## src/rtl/wb_arbiter.sv

```systemverilog
// Writeback scheduler: per-source result FIFOs feeding one registered writeback bus, round-robin grant.
// Optional statistics counters are built when WB_STATS_EN is defined.
`ifndef ROB_QUEUE_BITS
`define ROB_QUEUE_BITS 6
`endif

module wb_arbiter_fifo #(
    parameter int W     = 8,
    parameter int DEPTH = 2
) (
    input  logic         clk,
    input  logic         rst,
    input  logic         clr,
    input  logic         push,
    input  logic         pop,
    input  logic [W-1:0] din,
    output logic [W-1:0] dout,
    output logic         nonempty,
    output logic         ready
);
    localparam int AW = $clog2(DEPTH);
    localparam int CW = $clog2(DEPTH + 1);

    logic [W-1:0]  mem [DEPTH];
    logic [AW-1:0] wp, rp;
    logic [CW-1:0] cnt;

    always_ff @(posedge clk) begin
        if (rst || clr) begin
            wp  <= '0;
            rp  <= '0;
            cnt <= '0;
        end else begin
            if (push) wp <= wp + 1'b1;
            if (pop)  rp <= rp + 1'b1;
            cnt <= cnt + CW'(push) - CW'(pop);
        end
    end

    // Storage needs no reset; occupancy is tracked by cnt alone.
    always_ff @(posedge clk) begin
        if (push) mem[wp] <= din;
    end

    assign dout     = mem[rp];
    assign nonempty = (cnt != '0);
    assign ready    = (cnt < CW'(DEPTH));
endmodule

module wb_arbiter #(
    parameter int NUM_SRC    = 4,
    parameter int FIFO_DEPTH = 2
) (
    input  logic                                clk,
    input  logic                                rst,
    input  logic                                flush,
    input  logic [NUM_SRC-1:0]                  in_valid,
    input  logic [NUM_SRC*`ROB_QUEUE_BITS-1:0]  in_uid,
    input  logic [NUM_SRC*16-1:0]               in_val,
    input  logic [NUM_SRC*18-1:0]               in_loc,
    output logic [NUM_SRC-1:0]                  in_ready,
    output logic                                wb_valid,
    output logic [`ROB_QUEUE_BITS-1:0]          wb_uid,
    output logic [15:0]                         wb_val,
    output logic [17:0]                         wb_loc,
    output logic [$clog2(NUM_SRC)-1:0]          wb_src
`ifdef WB_STATS_EN
    ,
    output logic [31:0]                         stat_grants,
    output logic [31:0]                         stat_conflicts
`endif
);
    localparam int UW = `ROB_QUEUE_BITS;
    localparam int PW = UW + 34;
    localparam int SW = $clog2(NUM_SRC);

    logic [NUM_SRC-1:0][PW-1:0] head;
    logic [NUM_SRC-1:0]         nonempty;
    logic [NUM_SRC-1:0]         grant;
    logic [SW-1:0]              rr_ptr;
    logic [SW-1:0]              winner;
    logic                       found;

    genvar g;
    for (g = 0; g < NUM_SRC; g++) begin : g_src
        wb_arbiter_fifo #(.W(PW), .DEPTH(FIFO_DEPTH)) u_fifo (
            .clk      (clk),
            .rst      (rst),
            .clr      (flush),
            .push     (in_valid[g] && in_ready[g] && !flush),
            .pop      (grant[g]),
            .din      ({in_uid[g*UW +: UW], in_val[g*16 +: 16], in_loc[g*18 +: 18]}),
            .dout     (head[g]),
            .nonempty (nonempty[g]),
            .ready    (in_ready[g])
        );
    end

    // First non-empty source at or above rr_ptr, wrapping around.
    always_comb begin
        found  = 1'b0;
        winner = '0;
        for (int k = 0; k < NUM_SRC; k++) begin
            if (!found && nonempty[(int'(rr_ptr) + k) % NUM_SRC]) begin
                found  = 1'b1;
                winner = SW'((int'(rr_ptr) + k) % NUM_SRC);
            end
        end
    end

    always_comb begin
        grant = '0;
        if (found && !flush) grant[winner] = 1'b1;
    end

    always_ff @(posedge clk) begin
        if (rst) begin
            wb_valid <= 1'b0;
            wb_uid   <= '0;
            wb_val   <= '0;
            wb_loc   <= '0;
            wb_src   <= '0;
            rr_ptr   <= '0;
        end else if (flush) begin
            wb_valid <= 1'b0;
            rr_ptr   <= '0;
        end else if (found) begin
            wb_valid                 <= 1'b1;
            {wb_uid, wb_val, wb_loc} <= head[winner];
            wb_src                   <= winner;
            rr_ptr                   <= (winner == SW'(NUM_SRC - 1)) ? '0 : winner + 1'b1;
        end else begin
            wb_valid <= 1'b0;
        end
    end

`ifdef WB_STATS_EN
    // Counters survive flush; only rst clears them.
    always_ff @(posedge clk) begin
        if (rst) begin
            stat_grants    <= '0;
            stat_conflicts <= '0;
        end else if (!flush) begin
            if (found)                   stat_grants    <= stat_grants + 1'b1;
            if ($countones(nonempty) > 1) stat_conflicts <= stat_conflicts + 1'b1;
        end
    end
`endif
endmodule

```

## config.mk

```make
export PLATFORM = sky130hd
export DESIGN_NAME = wb_arbiter
export DESIGN_NICKNAME = d
export VERILOG_FILES = /design/src/rtl/wb_arbiter.sv
export SDC_FILE = /design/constraint.sdc
export NUM_CORES = 1
export LEC_CHECK = 0
export CAP_MARGIN = 25
export CORE_MARGIN = 1
export CORE_UTILIZATION = 52
export DETAILED_ROUTE_END_ITERATION = 7
export GPL_ROUTABILITY_DRIVEN = 0
export PLACE_DENSITY = 0.76
export SETUP_SLACK_MARGIN = 0.05
export SLEW_MARGIN = 20
export SYNTH_ARGS = -nofsm -noshare
export SYNTH_HDL_FRONTEND = slang
export SYNTH_SLANG_ARGS = --single-unit
```

## constraint.sdc

```tcl
create_clock -name clk -period 5.39 [get_ports clk]
set_input_delay 0.539 -clock clk [delete_from_list [all_inputs] [get_ports clk]]
set_output_delay 0.539 -clock clk [all_outputs]
set_load 0.01 [all_outputs]
```

== After elaboration in Yosys (flattened, before gate mapping) ==
Memories as Yosys holds them, arrays and structs flattened. A register that Yosys moved wholly into a read port is not among the register bits.
Cells that the tools add are included.
Widths: inputs -> output; s select.
Operators by class
  reduce and logical (&&, ||, !) cells: 27
  $add $sub $neg: 20
  $mul: 0
  eq/ne operators: 1
  shift-type cells: 0
  bitwise logic cells: 4
  muxes and demuxes: 42
  order comparisons: 10
  div/mod/pow operators: 0
Operator list (number)
  $bmux 40 s2: 1
  $mux 40: 1
  $mux 1: 29
  $logic_and 1x1->1: 13
  $lt 3x4->1 const B: 3
  $mux 2: 5
  $add 1x1->1 const B: 8
  $add 2x1->2: 4
  $bmux 1 s2: 4
  $lt 2x2->1 const B: 4
  $reduce_bool 2->1: 4
  $reduce_or 2->1: 4
  $sub 2x1->2: 4
  $lt 2x3->1 const B: 2
  $add 2x1->2 const B: 2
  $add 2x2->2 const B: 2
  $logic_not 1->1: 4
  $mux 4: 1
  $and 1x1->1 const A: 3
  $demux 1 s2: 1
  $eq 2x2->1 const B: 1
  $ge 2x1->1 const B: 1
  $reduce_and 2->1: 1
  $logic_or 1x1->1: 1
  $not 1->1: 1
Storage, ports and cells
  memories kept: 4
  output and inout port bits: 47
  bits in latches: 0
  word-level logic and storage cells: 126
  register bits: 61
  input bits: 167
  ROM bits: 0
  bits in writable memories: 320
Memory list
  g_src[0].u_fifo.mem: depth 2, width 40, rd ports 1, clocked after Yosys merged registers in 1, wr ports 1, RTL line 24  | logic [W-1:0] mem [DEPTH];
  g_src[1].u_fifo.mem: depth 2, width 40, rd ports 1, clocked after Yosys merged registers in 1, wr ports 1, RTL line 24
  g_src[2].u_fifo.mem: depth 2, width 40, rd ports 1, clocked after Yosys merged registers in 1, wr ports 1, RTL line 24
  g_src[3].u_fifo.mem: depth 2, width 40, rd ports 1, clocked after Yosys merged registers in 1, wr ports 1, RTL line 24

== Logic depth before layout (Yosys ltp) ==
Gate-level depths: netlist (run 1).
  depth after elaboration: 21
  mapped depth: 13
  mapped depth without buffers: 12

== Cells and area by module ==
From an unflattened synthesis (run 1), not the netlist that was laid out.
Second synthesis, totals
  cells, all modules: 946
  area total of the unflattened synthesis: 15559.9 um^2
Modules (own cells, without submodules)
  wb_arbiter_fifo: sequential area each 2502.4 um^2, area each 3123.0 um^2, times used 4, cells each 145
  wb_arbiter: sequential area each 900.9 um^2, area each 3067.9 um^2, times used 1, cells each 366

== Worst setup path before layout (run 1) ==
No wires, ideal clock.
  kind: input to register
  from: input port flush
  to: memory g_src[0].u_fifo.mem[0][0] (netlist name), enable pin
  data required time: 4.953 ns
  stages on the path: 4
  setup slack: 2.359 ns
  arrival time: 2.593 ns
  cell sequence: clkbuf_1 nor2_1 nand2_1 nor2_1
On the way
  word-level cells in the longest chain between the ends: 4
Ends and longest elaborated chain
  start: declaration: RTL line 56  | input logic flush,
  $logic_not 1->1: RTL line 90  | .push (in_valid[g] && in_ready[g] && !flush),
  $logic_and 1x1->1: RTL line 90
  $mux 1: RTL line 42  | if (push) mem[wp] <= din;
  $mux 1 (not written as such): RTL line 42
  end: declaration: RTL line 24
No other way between the ends.

== Worst setup path after layout (run 1) ==
  from: register g_src[3].u_fifo.cnt[0]
  to: register wb_loc[1]
On the way
  word-level cells in the longest chain between the ends: 15
Ends and longest elaborated chain
  start: declaration: RTL line 26  | logic [CW-1:0] cnt;
  start signal: assignment: RTL line 36  | cnt <= cnt + CW'(push) - CW'(pop);
  $reduce_bool 2->1 (*): RTL line 46  | assign nonempty = (cnt != '0);
  $bmux 1 s2: RTL line 104  | if (!found && nonempty[(int'(rr_ptr) + k) % NUM_SRC]) begin
  $mux 1 (not written as such): RTL line 104
  $mux 1: RTL line 104
  $logic_not 1->1: RTL line 104
  $logic_and 1x1->1: RTL line 104
  $mux 1: RTL line 104
  $logic_not 1->1: RTL line 104
  $logic_and 1x1->1: RTL line 104
  $mux 1: RTL line 104
  $logic_not 1->1: RTL line 104
  $logic_and 1x1->1: RTL line 104
  $mux 2: RTL line 104
  $bmux 40 s2: RTL line 129  | {wb_uid, wb_val, wb_loc} <= head[winner];
  $mux 40 (not written as such): RTL line 129
  end signal: assignment: RTL line 129
  end: declaration: RTL line 65  | output logic [17:0] wb_loc,
Every way passes the cells marked *; elsewhere a longest branch is shown, timed or not. The select of a mux whose other input is x is not followed.
A chain may end at the register's enable or synchronous reset.

==> results of run 1 <==
-- logic make-up after synthesis --
logic type	after synthesis
AO/OA/AOI/OAI	102
XOR/XNOR	14
adder cells (fa/ha/maj)	10
buffers and inverters	67
flip-flops	385
multiplexers	241
AND/OR/NAND/NOR	57
-- registers in the layout, indices dropped and copies added (netlist names), named ones only --
signal / flops
g_src.u_fifo.mem: 320
wb_loc: 18
wb_val: 16
g_src.u_fifo.cnt: 8
wb_uid: 6
g_src.u_fifo.rp: 4
g_src.u_fifo.wp: 4
wb_src: 2
rr_ptr: 1
wb_valid: 1
-- area by class of cell --
cell class	count	area [µm²]	area share
timing repair buffer	224	2230	0.116
clock inverter	14	146	0.00764
tap	384	480	0.0251
antenna	1	2.50	0.000131
sequential	385	10900	0.570
inverter	13	48.8	0.00255
clock buffer	56	1150	0.0601
multi-input combinational	424	4190	0.218
-- path summary, 6_finish.rpt --
check / slack, ns / startpoint / endpoint / cells after the start
setup / recovery: 2.50 / g_src[3].u_fifo.cnt[0] / wb_loc[1] / 6
hold / removal: 0.48 / g_src[3].u_fifo.rp / flop / 2
setup reg to reg: 2.50 / g_src[3].u_fifo.cnt[0] / wb_loc[1] / 6
hold reg to reg: 0.48 / g_src[3].u_fifo.rp / flop / 2
-- per-layer routing --
metal  up-vias  GRT usage  routed length, µm
met5         -          0                 13
met4         2     0.0621                634
met3        50     0.0349               2140
met2       297      0.372              16200
met1      4126      0.293              13900
li1       3836          -                  -
-- Yosys cell counts, drive strengths merged --
library cell    n  area (µm²)
nand2           6        22.5
xnor2          14         123
o31ai           3        22.5
a211oi          1        7.51
or3             1        6.26
o221ai          1        8.76
a32oi           1        8.76
or4             2        15.0
and2            7        43.8
a31oi           1        6.26
a21oi           8        40.0
nor2b           1        6.26
dfxtp          65        1300
a31o            1        17.5
a2111o          1        11.3
a221oi         40         601
a311oi          1        15.0
edfxtp        320        9610
ha             10         125
inv            13        48.8
o21bai         41         308
buf            26         161
clkbuf         28         105
nor3            2        10.0
nor4            2        12.5
nor2           33         124
or2             3        18.8
mux2           80         901
o21ai           2        10.0
mux2i         161        1610
a21o            1        7.51
-- stage by stage --
step / setup slack [ns] / utilization / total power (µW) / hold WS, ns
2_1_floorplan: 2.36 / - / 3910 / 0.463
3_3_place_gp: 2.11 / 0.619 / 4260 / 0.458
3_5_place_dp: 2.02 / 0.619 / 4280 / 0.475
4_1_cts: 2.54 / 0.664 / 6970 / 0.484
5_1_grt: 2.38 / 0.664 / 7140 / 0.504
6_report: 2.50 / 0.664 / 6920 / 0.480
-- power by group --
part	switching (µW)	internal [µW]	total [µW]
Clock	1070	1630	2700
Sequential	85.0	3360	3450
Combinational	374	398	772
Total	1530	5390	6920
-- layout by cell type, fill, tap and decap left out, types with 2 or more instances in the layout --
| cell type | netlist | routed |
|---|---|---|
| mux2i_1 | 161 | 161 |
| and2_1 | 7 | 6 |
| mux2_2 | 80 | 80 |
| dfxtp_4 | 0 | 4 |
| clkbuf_1 | 28 | 8 |
| clkinv_1 | 0 | 3 |
| xnor2_1 | 14 | 14 |
| nand2_1 | 6 | 6 |
| buf_4 | 4 | 9 |
| clkinvlp_4 | 0 | 2 |
| clkinv_2 | 0 | 6 |
| clkdlybuf4s50_1 | 0 | 212 |
| a221oi_2 | 40 | 40 |
| clkbuf_8 | 0 | 7 |
| or4_1 | 2 | 2 |
| dfxtp_1 | 65 | 61 |
| nor2_4 | 0 | 8 |
| ha_1 | 10 | 10 |
| nor2_1 | 33 | 25 |
| o21bai_1 | 41 | 41 |
| a21oi_1 | 8 | 7 |
| nor4_1 | 2 | 2 |
| clkbuf_16 | 0 | 41 |
| or2_1 | 2 | 2 |
| bufinv_16 | 0 | 3 |
| inv_1 | 12 | 12 |
| edfxtp_1 | 320 | 320 |
| o31ai_1 | 3 | 3 |
| nor3_1 | 2 | 2 |
-- worst max-delay path, cell delays in order (launching register included) --
cell      delay [ns]
dfxtp_1         0.33
nor2_1          0.42
o21ai_1         0.21
a32oi_4         0.33
buf_6           0.68
mux2_2          0.44
a221oi_2        0.28
==> impl_metrics.csv, run 1 <==
group,metric,value,unit
route,dr.first_iter.drc_count,614,
timing,final_hold_viol_count,0,
timing,fin_skew,0.0148,ns
timing,fin_tns_setup,0,ns
clock_network,clockRootBuffer,"clkbuf_16",
floorplanning,fp.dieH,174,µm
finish,instances_no_fill,1501,
synth,ys_warn_count,0,
synth,syn_nets,1053,
global_routing,grt_pass1_vias,8603,
clock_network,postCtsResizedCells,0,
route,vias,8311,
finish,fill_cells,2024,
flow_run,drv_cap,0,
synth,muxShareOfSynthArea,0.164,
timing,min_period,2.89,ns
finish,drive_above_1_share,0.188,
route,routed_wirelength,32.9,mm
clock_network,path_clk_slew,0.06,ns
setup_path,required,5.82,ns
synth,synthesis.area,0.0153,mm²
pwr,power.density,361,mW/mm²
route,via_per_inst,5.54,
global_routing,antenna_found_initial,2,
clock_network,cts_tree,"done",
setup_path,cp.arrival,3.32,ns
clock_network,numCtsBuffers,39,
placed_design,place_hpwl,20.4,mm
finish,syn_to_final_growth,25.2,%
floorplanning,placementRows,62,
timing,fmax,346,MHz
hold_path,hold_class,"reg -> reg",
clock_network,cts_setup_buffers,0,
route,post-route-drc-count,0,
synth,synth_compound_area_frac,0.0695,
timing,fin_crit_sh,0.535,
floorplanning,coreArea,0.0289,mm²
global_routing,grt_pass1_wl,49.6,mm
placed_design,dpl.cell_count,1430,
synth,synth_top_family_by_area,"multiplexers",
placed_design,io_buffers,213,
synth,synth_simple_gate_area_share,0.0169,
setup_path,startpoint_type,"flop",
synth,synth_xor_area_frac,0.00801,
outcome,status,"complete, no violations",
clock_network,cts.sinks,385,
clock_network,clkLatencyLatePin,0.52,ns
setup_path,worstSetupEndpointType,"flop",
synth,netlist_instances,876,
route,wl_per_cell,21.9,µm
global_routing,grt_overflow,0,
floorplanning,start_util,0.530,
synth,synth_seq_cells,385,
route,dr.pass1.iters,5,
placed_design,postPlaceCellArea,0.0179,mm²
pwr,p_leak,0.00636,µW
finish,design_area,0.0192,mm²
synth,syn_area_per_cell,17.5,µm²
floorplanning,die_w,174,µm
clock_network,cts_buffer_depth,3,
floorplanning,ios,214,
setup_path,cp_max_fo,83,
timing,rsz0062_at_grt,"false",
finish,nNetsFinal,1264,
pwr,vdd_drop_max,240,µV
setup_path,criticalPathCategory,"reg -> reg",
synth,synth_fa_ha_area_frac,0.00817,
clock_network,ctsHoldBuffers,0,
timing,finalSetupViolations,0,
synth,ys_types,37,
synth,ys_seq_area_frac,0.713,
global_routing,grt_max_degree,84,
floorplanning,dieArea,0.0301,mm²
route,ant_nets,0,
timing,finalMaxSlewViolations,0,
global_routing,track_usage,0.219,
timing,tightestPinTransition,1.05,ns
timing,slew_headroom,0.297,
clock_network,h-tree-depth,2,
Power figures use the tool's default switching activity.
==> run 2: changes to the inputs <==
- clock period: 5.39 -> 2.8 ns (I/O delays scaled with it)
==> run 2 against run 1 <==
Net effect: die area is the same; flip-flop and latch count is the same; final cell count grew 1.6%; sequential power grew 92%; count of clock-buffer cells in the layout shrank 1; first-iteration DRC count shrank 1.3%; total power grew 90%; critical path depth grew 5; wire length grew 4.4%; global-route usage grew 1.2 points.
==> impl_metrics.csv, run 2 (synthesis gave the netlist of run 1 again) <==
group,metric,value,unit
outcome,status,"complete, no violations",
floorplanning,placementRows,62,
timing,finalMaxSlewViolations,0,
timing,min_period,2.64,ns
hold_path,min_from,"rst",
floorplanning,coreArea,0.0289,mm²
finish,nNetsFinal,1284,
clock_network,clkLatencyLatePin,0.52,ns
placed_design,place_hpwl,21.1,mm
hold_path,min_to,"wb_loc[6]",
placed_design,io_buffers,213,
finish,syn_to_final_growth,26.3,%
global_routing,grt_overflow,0,
finish,instances_no_fill,1525,
setup_path,required,3.19,ns
setup_path,r2r_start,"g_src[0].u_fifo.cnt[0]",
setup_path,criticalPathCategory,"reg -> reg",
clock_network,path_clk_slew,0.06,ns
finish,top_regs,"g_src.u_fifo.mem x320, wb_loc x18, wb_val x16",
route,ant_nets,0,
timing,final_hold_viol_count,0,
floorplanning,start_util,0.530,
pwr,vdd_drop_max,516,µV
setup_path,startpoint_type,"flop",
setup_path,rr_endpoint,"g_src[0].u_fifo.cnt[1]",
clock_network,cts.sinks,385,
timing,tightestPinTransition,0.848,ns
global_routing,antenna_found_initial,5,
finish,layout_commonest_cell,"edfxtp_1",
timing,fin_skew,0.0105,ns
route,dr.pass1.iters,5,
timing,fin_tns_setup,0,ns
hold_path,hold_class,"in -> reg",
hold_path,min_path_cells,3,
timing,rsz0062_at_grt,"true",
timing,fin_crit_sh,0.945,
setup_path,r2r_slack,0.16,ns
timing,finalSetupViolations,0,
route,via_per_inst,5.59,
setup_path,cp.arrival,3.04,ns
finish,drive_above_1_share,0.207,
pwr,power.density,678,mW/mm²
floorplanning,die_w,174,µm
setup_path,worstSetupEndpointType,"flop",
setup_path,r2r_cells,11,
global_routing,grt_max_degree,41,
finish,mostFrequentLayoutCells,"edfxtp_1, clkdlybuf4s50_1, mux2i_1",
timing,slew_headroom,0.435,
clock_network,h-tree-depth,2,
route,dr.first_iter.drc_count,606,
floorplanning,ios,214,
clock_network,cts_tree,"done",
route,vias,8525,
finish,regMostFlops,"g_src.u_fifo.mem",
timing,fmax,378,MHz
flow_run,drv_cap,0,
floorplanning,dieArea,0.0301,mm²
route,wl_per_cell,22.5,µm
route,post-route-drc-count,0,
clock_network,cts_buffer_depth,3,
clock_network,clockRootBuffer,"clkbuf_16",
clock_network,numCtsBuffers,39,
finish,fill_cells,1959,
finish,largest_reg_flops,320,
setup_path,cp_max_fo,6,
global_routing,track_usage,0.231,
route,routed_wirelength,34.4,mm
pwr,p_leak,0.00644,µW
global_routing,grt_pass1_vias,9000,
placed_design,dpl.cell_count,1447,
global_routing,grt_pass1_wl,52.0,mm
floorplanning,fp.dieH,174,µm
## run 2: cell count changes in the layout (fill, tap and decap cells not counted), sizes merged
cell	change
diode	+3
clkinv	+5
clkinvlp	-1
buf	+20
clkbuf	-1
bufinv	-2
## run 2: worst max path at each step
stage / startpoint / end / slack, ns
2_1_floorplan: flush / g_src[0].u_fifo.mem[0][0] / 0.03
3_3_place_gp: g_src[0].u_fifo.cnt[0] / g_src[0].u_fifo.cnt[1] / 0.15
3_5_place_dp: g_src[0].u_fifo.cnt[0] / g_src[1].u_fifo.cnt[1] / 0.07
4_1_cts: g_src[0].u_fifo.cnt[0] / g_src[1].u_fifo.cnt[1] / 0.09
5_1_grt: g_src[0].u_fifo.cnt[0] / g_src[2].u_fifo.cnt[1] / 0.04
6_report: g_src[0].u_fifo.cnt[0] / g_src[0].u_fifo.cnt[1] / 0.16
## run 2: metal layers
layer / track usage / part of all wire / up-vias
li1: - / - / 3885
met1: 0.298 / 0.41 / 4224
met2: 0.391 / 0.50 / 336
met3: 0.0386 / 0.059 / 80
met4: 0.0954 / 0.032 / 0
met5: 0 / 0 / -
## run 2: layout make-up
| cell class | instances | area, µm² | area share |
|---|---|---|---|
| Tap cell | 384 | 480 | 0.0248 |
| Clock buffer | 55 | 1110 | 0.0573 |
| Antenna cell | 4 | 10.0 | 0.000518 |
| Timing Repair Buffer | 244 | 2430 | 0.126 |
| Clock inverter | 16 | 106 | 0.00550 |
| Sequential cell | 385 | 10900 | 0.565 |
| Inverter | 13 | 48.8 | 0.00252 |
| Multi-Input combinational cell | 424 | 4220 | 0.218 |
## run 2: stage by stage
stage,setup WS (ns),power [µW],hold slack [ns],util,instance area (µm²)
2_1_floorplan,0.0282,7520,0.379,-,15300
3_3_place_gp,0.154,8230,0.475,0.626,18100
3_5_place_dp,0.0702,8280,0.483,0.626,18100
4_1_cts,0.0946,13200,0.284,0.668,19300
5_1_grt,0.0382,13500,0.304,0.670,19300
6_report,0.155,13100,0.298,0.670,19300
## run 2: report_power, final
part	switching [µW]	leakage, µW	internal [µW]
Combinational	750	0.00237	812
Sequential	150	0.00347	6470
Clock	2080	0.000600	2860
Total	2980	0.00644	10100
## run 2: worst max-delay path, stage by stage (launching register included)
cell,delay [ns]
dfxtp_4,0.35
or2_4,0.26
a2111o_1,0.48
a31o_4,0.27
ha_1,0.18
and2_1,0.16
ha_1,0.28
inv_1,0.04
ha_1,0.20
xnor2_2,0.14
xnor2_1,0.13
nor2_1,0.05
## run 2: timing repair
item                                    in CTS  in global routing
setup buffers                                0                  3
pin swaps                                    1                  5
gates resized for setup                      0                  9
endpoints found under the setup margin       1                  2
hold buffers                                 0                  0
==> run 3: changes to the inputs <==
- MAX_ROUTING_LAYER: not set -> met4
==> run 3 against run 2 <==
Net effect: register-to-register slack about the same; cell area unchanged; maximum frequency down 0.13%; critical path type unchanged.
==> impl_metrics.csv, run 3 (synthesis gave the netlist of run 1 again) <==
group,metric,value,unit
outcome,status,"complete, no violations",
floorplanning,fp.dieH,174,µm
hold_path,min_to,"wb_loc[6]",
timing,fin_tns_setup,0,ns
pwr,p_sw,2970,µW
timing,slew_headroom,0.432,
clock_network,ctsHoldBuffers,0,
pwr,clkPwrFrac,0.376,
clock_network,h-tree-depth,2,
route,ant_nets,0,
clock_network,clockRootBuffer,"clkbuf_16",
setup_path,required,3.19,ns
setup_path,cp.arrival,3.04,ns
global_routing,grt_pass1_wl,52.0,mm
floorplanning,ios,214,
floorplanning,die_w,174,µm
global_routing,grt_max_degree,41,
route,vias,8463,
clock_network,numCtsBuffers,39,
floorplanning,placementRows,62,
timing,min_period,2.65,ns
floorplanning,coreArea,0.0289,mm²
setup_path,critical_path.max_stage_delay,0.48,ns
timing,fin_skew,0.0117,ns
pwr,p_leak,0.00644,µW
setup_path,r2r_slack,0.15,ns
timing,final_hold_viol_count,0,
setup_path,cp_cell_sequence,"or2_4 -> a2111o_1 -> a31o_4 -> ha_1 -> and2_1 -> ha_1 -> inv_1 -> ha_1 -> xnor2_2 -> xnor2_1 -> nor2_1",
clock_network,path_clk_slew,0.06,ns
timing,fmax,378,MHz
floorplanning,dieArea,0.0301,mm²
flow_run,drv_cap,0,
clock_network,cts.sinks,385,
clock_network,cts_tree,"done",
timing,finalMaxSlewViolations,0,
route,dr.first_iter.drc_count,631,
setup_path,worstSetupEndpointType,"flop",
finish,layout_commonest_cell,"edfxtp_1",
route,dr.pass1.iters,5,
finish,drive_above_1_share,0.207,
finish,regMostFlops,"g_src.u_fifo.mem",
setup_path,startpoint_type,"flop",
pwr,power.share.switching,0.226,
pwr,internal_power,10100,µW
global_routing,grt_pass1_vias,9008,
hold_path,min_path_cells,3,
setup_path,rr_endpoint,"g_src[0].u_fifo.cnt[1]",
setup_path,crit_top_cell,"ha_1",
timing,finalSetupViolations,0,
clock_network,cts_buffer_depth,3,
setup_path,critPathSlowestCell,"a2111o_1",
route,wl_per_cell,22.5,µm
finish,mostFrequentLayoutCells,"edfxtp_1, clkdlybuf4s50_1, mux2i_1",
finish,syn_to_final_growth,26.3,%
pwr,p_comb_frac,0.119,
pwr,vdd_drop_max,518,µV
route,via_per_inst,5.55,
pwr,power.density,677,mW/mm²
global_routing,grt_overflow,0,
route,post-route-drc-count,0,
hold_path,hold_class,"in -> reg",
setup_path,cp_max_fo,6,
timing,layout_setup_ws,0.152,ns
timing,fin_crit_sh,0.946,
global_routing,antenna_found_initial,5,
placed_design,pre_cts_ws,0.0702,ns
global_routing,track_usage,0.238,
placed_design,io_buffers,213,
finish,nNetsFinal,1284,
hold_path,min_from,"rst",
setup_path,r2r_start,"g_src[0].u_fifo.cnt[0]",
timing,tightestPinTransition,0.852,ns
setup_path,r2r_cells,11,
pwr,pwr-share-seq,0.505,
route,routed_wirelength,34.4,mm
setup_path,criticalPathCategory,"reg -> reg",
placed_design,place_hpwl,21.1,mm
timing,rsz0062_at_grt,"true",
finish,top_regs,"g_src.u_fifo.mem x320, wb_loc x18, wb_val x16",
clock_network,clkLatencyLatePin,0.52,ns
floorplanning,start_util,0.530,
finish,largest_reg_flops,320,
## run 3: cell counts in the layout (fill, tap and decap cells not counted)
Identical to the previous run, type by type.
## run 3: through the flow
stage	util	hold WS [ns]	cell area (µm²)	cells	power, µW
floorplan	-	0.379	15300	876	7520
global placement	0.626	0.475	18100	1447	8230
detailed placement	0.626	0.483	18100	1447	8280
CTS	0.668	0.284	19300	1518	13200
global route	0.670	0.304	19300	1525	13500
finish	0.670	0.296	19300	1525	13100
## run 3: routing by layer
layer	vias up	track usage	wire length, µm	share of wire
li1	3889	-	-	-
met1	4177	0.298	14100	0.41
met2	325	0.391	17100	0.50
met3	72	0.0371	2130	0.062
met4	0	0.0954	1040	0.030
met5	-	-	0	0
## run 3: worst max-delay path: cells and delay by family, from the launching register on
family / cells / cell delay [ns]
compound gates: 2 / 0.75
fa+ha+maj: 3 / 0.66
simple gates: 3 / 0.47
flops: 1 / 0.35
xor+xnor: 2 / 0.27
buf+inv: 1 / 0.04
## run 3: how the worst max path moves through the flow
stage / startpoint / endpoint / slack [ns] / cells past startpoint
floorplan: flush / g_src[0].u_fifo.mem[0][0] / 0.03 / 4
global placement: g_src[0].u_fifo.cnt[0] / g_src[0].u_fifo.cnt[1] / 0.15 / 11
detailed placement: g_src[0].u_fifo.cnt[0] / g_src[1].u_fifo.cnt[1] / 0.07 / 11
CTS: g_src[0].u_fifo.cnt[0] / g_src[1].u_fifo.cnt[1] / 0.09 / 11
global route: g_src[0].u_fifo.cnt[0] / g_src[2].u_fifo.cnt[1] / 0.04 / 11
finish: g_src[0].u_fifo.cnt[0] / g_src[0].u_fifo.cnt[1] / 0.15 / 11
## run 3: power by group through the flow
stage | registers [µW] | logic [µW] | clock network, µW
finish | 6620 | 1560 | 4920
global route | 6640 | 1670 | 5220
CTS | 6620 | 1560 | 5000
detailed placement | 6740 | 1550 | 0
global placement | 6730 | 1500 | 0
floorplan | 6720 | 796 | 0
## run 3: cell type report
cell class	count	area (µm²)
inverters	13	48.8
diodes	4	10.0
repair buffers	244	2430
well taps	384	480
clock inverters	16	106
clock buffers	55	1110
multi-input cells	424	4220
fillers	1959	9520
flip-flops and latches	385	10900
## run 3: timing repair
action,in CTS,in global routing
pin swaps,1,5
setup buffers,0,3
gates resized for setup,0,9
endpoints found under the setup margin,1,2
